### src/rtl/spi_pkg.sv
// Shared SPI definitions: data width, mode encodings and CPOL/CPHA decode.
// Used by the responder and by the SCLK generator on the master side.
package spi_pkg;

    localparam int SPI_DATA_W = 8;

    localparam logic [1:0] MODE0 = 2'b00;
    localparam logic [1:0] MODE1 = 2'b01;
    localparam logic [1:0] MODE2 = 2'b10;
    localparam logic [1:0] MODE3 = 2'b11;

    typedef enum logic {
        ST_IDLE,
        ST_SELECT
    } spi_state_t;

    function automatic logic cpol(input logic [1:0] m);
        return m[1];
    endfunction

    function automatic logic cpha(input logic [1:0] m);
        return m[0];
    endfunction

endpackage

### src/rtl/spi_slave_if.sv
// Parallel byte exchange between the SPI responder and local logic.
interface spi_slave_if;
    import spi_pkg::*;

    logic [SPI_DATA_W-1:0] tx_data;
    logic                  tx_valid;
    logic                  tx_ready;
    logic                  tx_underrun;
    logic [SPI_DATA_W-1:0] rx_data;
    logic                  rx_valid;

    modport slave (
        input  tx_data, tx_valid,
        output tx_ready, tx_underrun, rx_data, rx_valid
    );

    modport master (
        output tx_data, tx_valid,
        input  tx_ready, tx_underrun, rx_data, rx_valid
    );
endinterface

### src/rtl/spi_sync_edge.sv
// Two-flop synchronizer for an asynchronous pin, with rise/fall pulses
// derived from one extra history flop.
module spi_sync_edge #(
    parameter logic RST_VAL = 1'b0
) (
    input  logic clk,
    input  logic reset_n,
    input  logic i_d,
    output logic o_q,
    output logic o_rise,
    output logic o_fall
);
    logic r_meta;
    logic r_sync;
    logic r_prev;

    always_ff @(posedge clk or negedge reset_n) begin
        if (!reset_n) begin
            r_meta <= RST_VAL;
            r_sync <= RST_VAL;
            r_prev <= RST_VAL;
        end else begin
            r_meta <= i_d;
            r_sync <= r_meta;
            r_prev <= r_sync;
        end
    end

    assign o_q    = r_sync;
    assign o_rise = r_sync & ~r_prev;
    assign o_fall = ~r_sync & r_prev;
endmodule

### src/rtl/spi_slave.sv
// SPI responder: oversampled SCLK/SS_n/MOSI, byte-wide shift in and out,
// one-deep transmit buffer and a receive strobe. All four SPI modes.
module spi_slave
    import spi_pkg::*;
#(
    parameter logic [1:0] mode = MODE3
) (
    input  logic       clk,
    input  logic       reset_n,
    input  logic       SCLK,
    input  logic       SS_n,
    input  logic       MOSI,
    output logic       MISO,
    output logic       miso_oe,
    output logic       busy,
    spi_slave_if.slave bus
);
    localparam logic CPOL  = cpol(mode);
    localparam logic CPHA  = cpha(mode);
    localparam int   CNT_W = $clog2(SPI_DATA_W);

    logic w_sclk_q, w_sclk_rise, w_sclk_fall;
    logic w_ss_q, w_ss_rise, w_ss_fall;
    logic w_mosi, w_mosi_rise, w_mosi_fall;
    logic w_unused;

    spi_sync_edge #(.RST_VAL(CPOL)) u_sync_sclk (
        .clk(clk), .reset_n(reset_n), .i_d(SCLK),
        .o_q(w_sclk_q), .o_rise(w_sclk_rise), .o_fall(w_sclk_fall)
    );
    spi_sync_edge #(.RST_VAL(1'b1)) u_sync_ss (
        .clk(clk), .reset_n(reset_n), .i_d(SS_n),
        .o_q(w_ss_q), .o_rise(w_ss_rise), .o_fall(w_ss_fall)
    );
    spi_sync_edge #(.RST_VAL(1'b0)) u_sync_mosi (
        .clk(clk), .reset_n(reset_n), .i_d(MOSI),
        .o_q(w_mosi), .o_rise(w_mosi_rise), .o_fall(w_mosi_fall)
    );
    assign w_unused = ^{w_sclk_q, w_ss_q, w_mosi_rise, w_mosi_fall};

    logic w_lead, w_trail, w_sample, w_shift;
    assign w_lead   = CPOL ? w_sclk_fall : w_sclk_rise;
    assign w_trail  = CPOL ? w_sclk_rise : w_sclk_fall;
    assign w_sample = CPHA ? w_trail : w_lead;
    assign w_shift  = CPHA ? w_lead  : w_trail;

    spi_state_t            r_state, w_state_nxt;
    logic [CNT_W-1:0]      r_bit_cnt;
    logic [SPI_DATA_W-2:0] r_rx_shift;
    logic [SPI_DATA_W-1:0] r_tx_shift, r_buf, r_rx_data;
    logic                  r_buf_full, r_rx_valid, r_underrun;
    logic                  r_byte_done, r_hold_first;
    logic                  w_start, w_samp_en, w_shift_en, w_desel, w_first_clr;
    logic [SPI_DATA_W-1:0] w_rx_next;

    assign w_rx_next = {r_rx_shift, w_mosi};

    always_ff @(posedge clk or negedge reset_n) begin
        if (!reset_n) r_state <= ST_IDLE;
        else          r_state <= w_state_nxt;
    end

    // A shift edge that follows the 8th sample loads the next byte instead of
    // shifting; with CPHA=1 the first leading edge of a frame only exposes bit 7.
    always_comb begin
        w_state_nxt = r_state;
        w_start     = 1'b0;
        w_samp_en   = 1'b0;
        w_shift_en  = 1'b0;
        w_desel     = 1'b0;
        w_first_clr = 1'b0;
        case (r_state)
            ST_IDLE: begin
                if (w_ss_fall) begin
                    w_state_nxt = ST_SELECT;
                    w_start     = 1'b1;
                end
            end
            ST_SELECT: begin
                if (w_ss_rise) begin
                    w_state_nxt = ST_IDLE;
                    w_desel     = 1'b1;
                end else begin
                    w_samp_en = w_sample;
                    if (w_shift) begin
                        if (r_byte_done) begin
                            w_start = 1'b1;
                        end else begin
                            w_first_clr = 1'b1;
                            w_shift_en  = !(CPHA && r_hold_first);
                        end
                    end
                end
            end
            default: w_state_nxt = ST_IDLE;
        endcase
    end

    always_ff @(posedge clk or negedge reset_n) begin
        if (!reset_n) begin
            r_bit_cnt    <= '0;
            r_rx_shift   <= '0;
            r_tx_shift   <= '0;
            r_buf        <= '0;
            r_buf_full   <= 1'b0;
            r_rx_data    <= '0;
            r_rx_valid   <= 1'b0;
            r_underrun   <= 1'b0;
            r_byte_done  <= 1'b0;
            r_hold_first <= 1'b0;
        end else begin
            r_rx_valid <= 1'b0;
            r_underrun <= 1'b0;
            if (w_desel) begin
                r_bit_cnt    <= '0;
                r_rx_shift   <= '0;
                r_tx_shift   <= '0;
                r_byte_done  <= 1'b0;
                r_hold_first <= 1'b0;
            end
            if (w_samp_en) begin
                r_rx_shift <= w_rx_next[SPI_DATA_W-2:0];
                r_bit_cnt  <= r_bit_cnt + 1'b1;
                if (r_bit_cnt == CNT_W'(SPI_DATA_W - 1)) begin
                    r_rx_data   <= w_rx_next;
                    r_rx_valid  <= 1'b1;
                    r_byte_done <= 1'b1;
                end
            end
            if (w_shift_en)  r_tx_shift   <= {r_tx_shift[SPI_DATA_W-2:0], 1'b0};
            if (w_first_clr) r_hold_first <= 1'b0;
            if (w_start) begin
                r_byte_done  <= 1'b0;
                r_hold_first <= (r_state == ST_IDLE);
                if (r_state == ST_IDLE) r_bit_cnt <= '0;
                if (r_buf_full) begin
                    r_tx_shift <= r_buf;
                    r_buf_full <= 1'b0;
                end else begin
                    r_tx_shift <= '0;
                    r_underrun <= 1'b1;
                end
            end
            // Written after the consume so a same-cycle write survives for the next byte.
            if (bus.tx_valid && !r_buf_full) begin
                r_buf      <= bus.tx_data;
                r_buf_full <= 1'b1;
            end
        end
    end

    assign busy            = (r_state == ST_SELECT);
    assign miso_oe         = busy;
    assign MISO            = busy & r_tx_shift[SPI_DATA_W-1];
    assign bus.tx_ready    = !r_buf_full;
    assign bus.tx_underrun = r_underrun;
    assign bus.rx_data     = r_rx_data;
    assign bus.rx_valid    = r_rx_valid;
endmodule

### src/flat_wrapper.sv
// flat-port wrapper written by rule: the top's interface ports become plain ports
module spi_slave_flat import spi_pkg::*;
#(
    parameter logic [1:0] mode = MODE3
)
  (clk, reset_n, SCLK, SS_n, MOSI, MISO, miso_oe, busy, bus_tx_data, bus_tx_valid, bus_tx_ready, bus_tx_underrun, bus_rx_data, bus_rx_valid);
  spi_slave_if bus_i ();
  input  logic clk;
  input  logic reset_n;
  input  logic SCLK;
  input  logic SS_n;
  input  logic MOSI;
  output logic MISO;
  output logic miso_oe;
  output logic busy;
  input wire logic [$bits(bus_i.tx_data)-1:0] bus_tx_data;
  input wire logic [$bits(bus_i.tx_valid)-1:0] bus_tx_valid;
  output wire logic [$bits(bus_i.tx_ready)-1:0] bus_tx_ready;
  output wire logic [$bits(bus_i.tx_underrun)-1:0] bus_tx_underrun;
  output wire logic [$bits(bus_i.rx_data)-1:0] bus_rx_data;
  output wire logic [$bits(bus_i.rx_valid)-1:0] bus_rx_valid;
  assign bus_i.tx_data = bus_tx_data;
  assign bus_i.tx_valid = bus_tx_valid;
  assign bus_tx_ready = bus_i.tx_ready;
  assign bus_tx_underrun = bus_i.tx_underrun;
  assign bus_rx_data = bus_i.rx_data;
  assign bus_rx_valid = bus_i.rx_valid;
  spi_slave #(.mode(mode)) u_core (.clk(clk), .reset_n(reset_n), .SCLK(SCLK), .SS_n(SS_n), .MOSI(MOSI), .MISO(MISO), .miso_oe(miso_oe), .busy(busy), .bus(bus_i));
endmodule
### config.mk
export PLATFORM = sky130hd
export DESIGN_NAME = spi_slave_flat
export DESIGN_NICKNAME = d
export VERILOG_FILES = /design/src/rtl/spi_pkg.sv /design/src/rtl/spi_slave_if.sv /design/src/rtl/spi_sync_edge.sv /design/src/rtl/spi_slave.sv /design/src/flat_wrapper.sv
export SDC_FILE = /design/constraint.sdc
export NUM_CORES = 1
export LEC_CHECK = 0
export CAP_MARGIN = 40
export CORE_UTILIZATION = 55
export CTS_BUF_LIST = sky130_fd_sc_hd__clkbuf_8
export DETAILED_ROUTE_END_ITERATION = 8
export GPL_ROUTABILITY_DRIVEN = 0
export GPL_TIMING_DRIVEN = 0
export PLACE_DENSITY = 0.8
export SETUP_SLACK_MARGIN = 0.02
export SLEW_MARGIN = 20
export SYNTH_ARGS = -nofsm -noshare
export SYNTH_HDL_FRONTEND = slang
export SYNTH_HIERARCHICAL = 1
export SYNTH_SLANG_ARGS = --single-unit
### constraint.sdc
create_clock -name clk -period 3 [get_ports clk]
set_clock_uncertainty 0.15 [all_clocks]
set_input_delay 0.75 -clock clk [delete_from_list [all_inputs] [get_ports clk]]
set_output_delay 0.75 -clock clk [all_outputs]
set_load 0.03 [all_outputs]
Word level (Yosys, flattened, before mapping)
Cells that the tools add are included.

operators by class
  add/sub/neg operators = 1
  equality and inequality tests = 1
  muxes and demuxes = 42
  bitwise gates (word level) = 10
  reduce and logical (&&, ||, !) cells = 8

operators by type and width
  cell                                         number
  2-to-1 mux 8 bit                             4
  2-to-1 mux 1 bit                             30
  2-to-1 mux 7 bit                             2
  2-to-1 mux 3 bit                             4
  nonzero test 3 bit                           2
  AND 1 bit                                    5
  inverter 1 bit                               5
  case mux 1 bit (2 select lines)              2
  nonzero test 2 bit                           2
  adder 3 x 1 -> 3 bit, second input constant  1
  equality test 3 bit, second input constant   1
  zero test 1 bit                              2
  AND reduction 2 bit                          1
  logical AND 1 bit                            1

storage, ports and cells
  flip-flop bits (word level) = 48
  input bits = 14
  output and inout bits = 14
  word-level logic and storage cells = 81

Longest topological paths before layout
Gate-level depths: netlist of the first run.

  word-level depth = 8
  mapped depth = 7
  gate-level depth less buffers = 5

Modules after synthesis
Netlist of the first run, hierarchy kept.

by module, submodules not included
  module                                   instances  cells an instance  area each (um2)  sequential area each (um2)
  spi_slave                                1          142                1,702.9          1,001.0
  spi_sync_edge at u_core.u_sync_sclk ...  2          5                  93.8             78.8
  spi_sync_edge at u_core.u_sync_mosi      1          5                  90.1             75.1

Worst setup path after synthesis of the first run
Ideal clock, no wire load.

  kind = register to output
  from = reg u_core.r_state (netlist: u_core/busy)
  to = out MISO
  arrival = 1.217 ns
  data required time = 2.100 ns
  path slack = 0.883 ns
  cell stages (with the launch flop) = 3
  buffers on the path = 1
  cells stage by stage = dfrtp_1 clkbuf_1 and2_1

on the way
  word-level cells in the longest chain between the ends = 1

ends and longest elaborated chain
  element                   RTL line            RTL
  start: declaration        spi_slave.sv:47     spi_state_t r_state, w_state_nxt;
  start signal: assignment  spi_slave.sv:60     else r_state <= w_state_nxt;
  AND 1 bit                 spi_slave.sv:154    assign MISO = busy & r_tx_shift[SPI_DATA_W-1];
  end: declaration          flat_wrapper.sv:13  output logic MISO;

No other way between the ends.

Final worst setup path of the first run
Ends and elaborated chain as after synthesis.

==> results.toml, run 1 <==
[status]
status = "finished, final reports clean"

[global_routing]
gr-total-overflow = 0
grt_pass1_vias = 1263
antenna_found_initial = 0
grt_usage_pct = 20.9
grt_pass1_wl_um = 5550
grt_max_degree = 32

[logic_synthesis]
synthCells = 154
synth-warning-count = 6
syn-num-nets = 170
syn_area_um2 = 1940
syn_area_per_cell_um2 = 12.6

[layout]
antennaDiodeCount = 0
final_core_util_pct = 70.7
fin_area_um2 = 2380
nFillCells = 260
final_common_cell = "dfrtp_1"
fin_nets = 205
syn2layout_area_growth_pct = 22.5
post_route_cells_drive_above_1_share_pct = 20.5
final_cell_mix = "42 x dfrtp_1, 26 x clkdlybuf4s50_1, 14 x nand2_1"

[clock_tree]
cts_tree = "yes"
cts_buffer_depth = 2
htreeDepth = 2
cts-buffers-inserted = 5
cts_root_buf = "clkbuf_8"
cts_sinks = 48
clock_latency_ns = 0.29
ctsHoldBuffers = 0
clkSlewWorstSetupHoldPaths_ns = 0.08

[worst_hold_path]
hold_depth = 0
worstHoldPathType = "reg2reg"

[placement]
portBuffers = 27
pre_cts_ws_ns = 0.357
hpwl_um = 2460
place_area_um2 = 2280

[route]
drt_iter0_drc = 50
vias_per_cell = 5.41
drc_errors = 0
antenna_left = 0
first_pass_iters = 4
num_vias = 1276
wl_per_cell_um = 14.3
wl_um = 3370

[floorplanning]
ios = 28
coreArea_um2 = 3360
die_x_um = 61.4
die_area_um2 = 3770
die_height_um = 61.4
rows = 21
initial_core_util_pct = 57.7

[sta]
hold_viol = 0
fmax_mhz = 357
worst_slew_pin_slew_ns = 0.431
worst_slack_ns = 0.198
min_period_ns = 2.80
relSlewSlack_pct = 71.3
slew_violations = 0
setup_viol = 0
period_share_pct = 93.4
holdWs_ns = 0.201
rsz0062_at_grt = "no"

[critical_path]
critical_path.max_fanout = 10
reg2reg_depth = 5
worstSetupPathType = "reg2out"
required_ns = 2.10
cp_data_arrival_time_ns = 1.90
end_kind = "primary output"
cp-start-kind = "register"

[power]
seqPwrFrac_pct = 52.7
internal_power_uw = 1220
clock_power_share_pct = 22.0
sw_frac_of_total_pct = 29.3
power.leakage_uw = 0.00108
p_sw_uw = 505
power_density_nw_per_um2 = 725
combinationalPowerShare_pct = 25.3
ir_drop_v = 0.000465

[run]
maxCapViolCount = 0
-- critical path, stage by stage (launching register included) --
cell and delay, ns:
dfrtp_1 0.49, clkbuf_2 0.29, and2_1 0.17, clkdlybuf4s50_1 0.66
-- metal layers --
| metal | global-route usage [%] | vias to the layer above | routed length [um] |
|---|---|---|---|
| met1 | 24.4 | 635 | 1400 |
| met3 | 4.83 | 5 | 110 |
| met4 | 9.52 | 0 | 38 |
| met5 | 0 | - | 0 |
| met2 | 36.8 | 30 | 1810 |
| li1 | - | 606 | - |
-- power by group through the flow --
stage,sequential [uW],combinational (uW),clock [uW]
6_report,909,436,379
5_1_grt,931,478,417
4_1_cts,908,436,390
3_5_place_dp,920,437,0
3_3_place_gp,910,412,0
2_1_floorplan,901,314,0
-- worst paths after layout --
path	from	slack, ns	to
min in group asynchronous	reset_n	0.24	u_core/r_bit_cnt[1]
max in group asynchronous	reset_n	1.97	u_core/r_tx_shift[6]
worst max-delay path	u_core/busy	0.20	MISO
worst min register to register	u_core/u_sync_mosi/r_meta	0.20	u_core/u_sync_mosi/o_q
worst max register to register	u_core/u_sync_ss/o_q	1.11	u_core/r_tx_shift[4]
worst min-delay path	u_core/u_sync_mosi/r_meta	0.20	u_core/u_sync_mosi/o_q
-- registers in the layout, summed over array words and instances, names as in the netlist, 3 cells and up --
| register | cells |
|---|---|
| u_core/r_buf | 8 |
| u_core/r_bit_cnt | 3 |
| u_core/bus.rx_data | 8 |
| u_core/r_tx_shift | 8 |
| u_core/r_rx_shift | 7 |
-- final cells by class --
| type | instances | area, um^2 | area share, % |
|---|---|---|---|
| flip-flops and latches | 48 | 1210 | 50.8 |
| clock buffers | 6 | 82.6 | 3.47 |
| inverters | 10 | 37.5 | 1.58 |
| plain buffers | 7 | 36.3 | 1.53 |
| clock inverters | 2 | 10.0 | 0.421 |
| repair buffers | 28 | 285 | 12.0 |
| multi-input cells | 89 | 659 | 27.7 |
| well taps | 46 | 57.6 | 2.42 |
-- repair_timing --
item                       4_1_cts  5_1_grt
setup endpoints to repair        0        1
resized for setup                0        2
setup buffers                    0        0
-- through the flow --
| step | cells | total power [uW] | TNS (ns) |
|---|---|---|---|
| after global placement | 227 | 1320 | -7.35 |
| after CTS | 236 | 1730 | 0 |
| after detailed placement | 228 | 1360 | 0 |
| final | 236 | 1720 | 0 |
| after floorplan | 154 | 1220 | 0 |
| after global routing | 236 | 1830 | 0 |
No activity file was read; power rests on OpenSTA's default activity.
==> run 2: changes to the inputs <==
Settings changed: CAP_MARGIN 40 to not set.
==> results.toml, run 2 (synthesized netlist as in run 1, its figures left out) <==
[status]
status = "finished, final reports clean"

[route]
drc_errors = 0
vias_per_cell = 5.41
drt_iter0_drc = 50
num_vias = 1276
wl_um = 3370
antenna_left = 0
first_pass_iters = 4
wl_per_cell_um = 14.3

[layout]
final_common_cell = "dfrtp_1"
post_route_cells_drive_above_1_share_pct = 20.5
final_core_util_pct = 70.7
final_cell_mix = "42 x dfrtp_1, 26 x clkdlybuf4s50_1, 14 x nand2_1"
fin_nets = 205
syn2layout_area_growth_pct = 22.5
nFillCells = 260
antennaDiodeCount = 0

[floorplanning]
initial_core_util_pct = 57.7
die_area_um2 = 3770
die_height_um = 61.4
coreArea_um2 = 3360
ios = 28
die_x_um = 61.4
rows = 21

[critical_path]
crit_start = "u_core/busy"
cp_data_arrival_time_ns = 1.90
cp-endpoint = "MISO"
worst_path_largest_cell_delay_ns = 0.66
crit_chain = "clkbuf_2 -> and2_1 -> clkdlybuf4s50_1"
timing.rr.start = "u_core/u_sync_ss/o_q"
r2r_setup_slack_ns = 1.11
critical_path.max_fanout = 10
reg2reg_depth = 5
r2r-end = "u_core/r_tx_shift[4]"
worstSetupPathType = "reg2out"
end_kind = "primary output"
required_ns = 2.10
crit_slowest_cell = "clkdlybuf4s50_1"
cp-start-kind = "register"

[sta]
fmax_mhz = 357
min_period_ns = 2.80
worst_slew_pin_slew_ns = 0.431
relSlewSlack_pct = 71.3
worst_slack_ns = 0.198
slew_violations = 0
hold_viol = 0
rsz0062_at_grt = "no"
setup_viol = 0
period_share_pct = 93.4

[worst_hold_path]
worstHoldPathType = "reg2reg"

[power]
internal_power_uw = 1220
power_uw = 1720
ir_drop_v = 0.000465
seqPwrFrac_pct = 52.7
p_sw_uw = 505
power.leakage_uw = 0.00108
combinationalPowerShare_pct = 25.3
clock_power_share_pct = 22.0
power_density_nw_per_um2 = 725
sw_frac_of_total_pct = 29.3

[clock_tree]
cts_setup_buffers = 0
cts_root_buf = "clkbuf_8"
cts_buffer_depth = 2
cts_sinks = 48
cts-buffers-inserted = 5
clkSlewWorstSetupHoldPaths_ns = 0.08
clock_latency_ns = 0.29
cts_tree = "yes"
htreeDepth = 2

[global_routing]
grt_pass1_vias = 1263
antenna_found_initial = 0
grt_usage_pct = 20.9
grt_max_degree = 32
gr-total-overflow = 0
grt_pass1_wl_um = 5550

[placement]
hpwl_um = 2460
portBuffers = 27
pre_cts_ws_ns = 0.357

[run]
maxCapViolCount = 0
[run 2: stage by stage]
stage                     std cells  setup TNS [ns]  hold WS (ns)  cell area [um^2]
after floorplan                 154               0         0.181              1940
after global placement          227           -7.35         0.183              2270
after detailed placement        228               0         0.186              2280
after CTS                       236               0         0.205              2380
final                           236               0         0.201              2380
after global routing            236               0         0.213              2380
[run 2: how the worst min path moves through the flow]
stage                             end  cells after the start  slack [ns]                      start
2_1_floorplan  u_core/u_sync_mosi/o_q                      0        0.18  u_core/u_sync_mosi/r_meta
3_3_place_gp   u_core/u_sync_mosi/o_q                      0        0.18  u_core/u_sync_mosi/r_meta
3_5_place_dp   u_core/u_sync_mosi/o_q                      0        0.19  u_core/u_sync_mosi/r_meta
4_1_cts        u_core/u_sync_mosi/o_q                      0        0.21  u_core/u_sync_mosi/r_meta
5_1_grt          u_core/u_sync_ss/o_q                      0        0.21    u_core/u_sync_ss/r_meta
6_report       u_core/u_sync_mosi/o_q                      0        0.20  u_core/u_sync_mosi/r_meta
[run 2: cell type report]
type | count | area [um^2] | share of cell area (%)
inverters | 10 | 37.5 | 1.58
plain buffers | 7 | 36.3 | 1.53
repair buffers | 28 | 285 | 12.0
flip-flops and latches | 48 | 1210 | 50.8
well taps | 46 | 57.6 | 2.42
clock inverters | 2 | 10.0 | 0.421
clock buffers | 6 | 82.6 | 3.47
multi-input cells | 89 | 659 | 27.7
[run 2: critical path, delay by kind of cell (launching register included)]
kind | cells | cell delay, ns
buffers and inverters | 2 | 0.95
and+or+nand+nor | 1 | 0.17
DFF | 1 | 0.49
[run 2: per-layer routing]
layer | vias to the layer above | global-route usage [%] | part of all wire (%)
li1 | 606 | - | -
met3 | 5 | 4.83 | 3.3
met1 | 635 | 24.4 | 42
met5 | - | 0 | 0
met2 | 30 | 36.8 | 54
met4 | 0 | 9.52 | 1.1
[run 2: what timing repair did]
| item | in CTS | in global routing |
|---|---|---|
| resized for setup | 0 | 2 |
| hold buffers | 0 | 0 |
| endpoints found under the setup margin | 0 | 1 |
| hold endpoints to repair | 0 | 0 |
[run 2: power groups by stage]
stage                     logic, uW  clock network [uW]  registers [uW]
after global routing            478                 417             931
final                           436                 379             909
after floorplan                 314                   0             901
after detailed placement        437                   0             920
after global placement          412                   0             910
after CTS                       436                 390             908
==> run 3: changes to the inputs <==
Settings changed: GPL_TIMING_DRIVEN 0 to 1.
==> results.toml, run 3 (synthesized netlist as in run 1, its figures left out) <==
[status]
status = "finished, final reports clean"

[critical_path]
critical_path.max_fanout = 9
required_ns = 2.10
r2r_setup_slack_ns = 1.01
worst_path_largest_cell_delay_ns = 0.66
end_kind = "primary output"
worstSetupPathType = "reg2out"
crit_slowest_cell = "clkdlybuf4s50_1"
cp_data_arrival_time_ns = 1.62
cp-start-kind = "register"
crit_chain = "buf_4 -> and2_1 -> clkdlybuf4s50_1"
reg2reg_depth = 6

[clock_tree]
clock_latency_ns = 0.30
cts-buffers-inserted = 5
clkSlewWorstSetupHoldPaths_ns = 0.09
htreeDepth = 2
cts_resized = 0
cts_setup_buffers = 0
cts_tree = "yes"
ctsHoldBuffers = 0
cts_buffer_depth = 2
cts_root_buf = "clkbuf_8"
cts_sinks = 48

[floorplanning]
die_x_um = 61.4
initial_core_util_pct = 57.7
coreArea_um2 = 3360
ios = 28
die_area_um2 = 3770
die_height_um = 61.4
rows = 21

[global_routing]
antenna_found_initial = 0
gr-total-overflow = 0
grt_usage_pct = 21.6
grt_max_degree = 49
grt_pass1_wl_um = 5680
grt_pass1_vias = 1309

[route]
vias_per_cell = 5.46
drc_errors = 0
wl_per_cell_um = 14.6
num_vias = 1277
wl_um = 3420
drt_iter0_drc = 44
first_pass_iters = 4
antenna_left = 0

[layout]
antennaDiodeCount = 0
post_route_cells_drive_above_1_share_pct = 20.2
final_cell_mix = "42 x dfrtp_1, 26 x clkdlybuf4s50_1, 14 x nand2_1"
syn2layout_area_growth_pct = 23.1
final_common_cell = "dfrtp_1"
fin_nets = 203

[sta]
hold_viol = 0
fmax_mhz = 397
worst_slew_pin_slew_ns = 0.580
worst_slack_ns = 0.481
min_period_ns = 2.52
period_share_pct = 84.0
rsz0062_at_grt = "no"
relSlewSlack_pct = 61.4
holdWs_ns = 0.209
fin_tns_setup_ns = 0
slew_violations = 0
setup_viol = 0

[placement]
pre_cts_ws_ns = 0.815
hpwl_um = 2420
portBuffers = 27

[power]
ir_drop_v = 0.000503
power_density_nw_per_um2 = 761
power_uw = 1820
power.leakage_uw = 0.00108

[worst_hold_path]
worstHoldPathType = "reg2reg"
hold_depth = 0

[run]
maxCapViolCount = 0
-- run 3: changes by cell type in the layout (fill, tap and decap cells not counted), sizes merged --
cell / change
bufinv: +1
clkbuf: -3
-- run 3: worst paths after layout --
kind                                      startpoint                      to
max                                      u_core/busy                    MISO
min                        u_core/u_sync_mosi/r_meta  u_core/u_sync_mosi/o_q
max reg2reg                     u_core/u_sync_ss/o_q    u_core/r_tx_shift[1]
min reg2reg                u_core/u_sync_mosi/r_meta  u_core/u_sync_mosi/o_q
max in group asynchronous                    reset_n    u_core/r_rx_shift[3]
min in group asynchronous                    reset_n   u_core/bus.rx_data[7]
-- run 3: routing by layer --
layer / GRT usage [%] / up-vias / wire length [um] / share of wire, %
li1: - / 601 / - / -
met1: 25.5 / 633 / 1460 / 43
met2: 35.6 / 32 / 1740 / 51
met3: 6.51 / 11 / 120 / 3.5
met4: 11.7 / 0 / 106 / 3.1
met5: 0 / - / 0 / 0
-- run 3: final cells by class --
cell class / count / area (um^2)
Clock inverter: 3 / 47.5
Tap cell: 46 / 57.6
Sequential cell: 48 / 1210
Fill cell: 256 / 973
Timing Repair Buffer: 33 / 310
Clock buffer: 5 / 68.8
Inverter: 10 / 37.5
Multi-Input combinational cell: 89 / 659
-- run 3: report_power, final --
part	internal, uW	switching, uW
Combinational	226	218
Sequential	813	94.2
Clock	251	218
-- run 3: through the flow --
step | cell area (um^2) | cells | utilization [%]
floorplan | 1940 | 154 | -
global placement | 2270 | 226 | 67.6
detailed placement | 2270 | 226 | 67.6
CTS | 2390 | 234 | 71.1
global route | 2390 | 234 | 71.1
finish | 2390 | 234 | 71.1
-- run 3: worst max-delay path: cells and delay by family (launching register included) --
kind	cells	cell delay [ns]
buffers and inverters	2	0.82
DFF	1	0.36
and+or+nand+nor	1	0.14
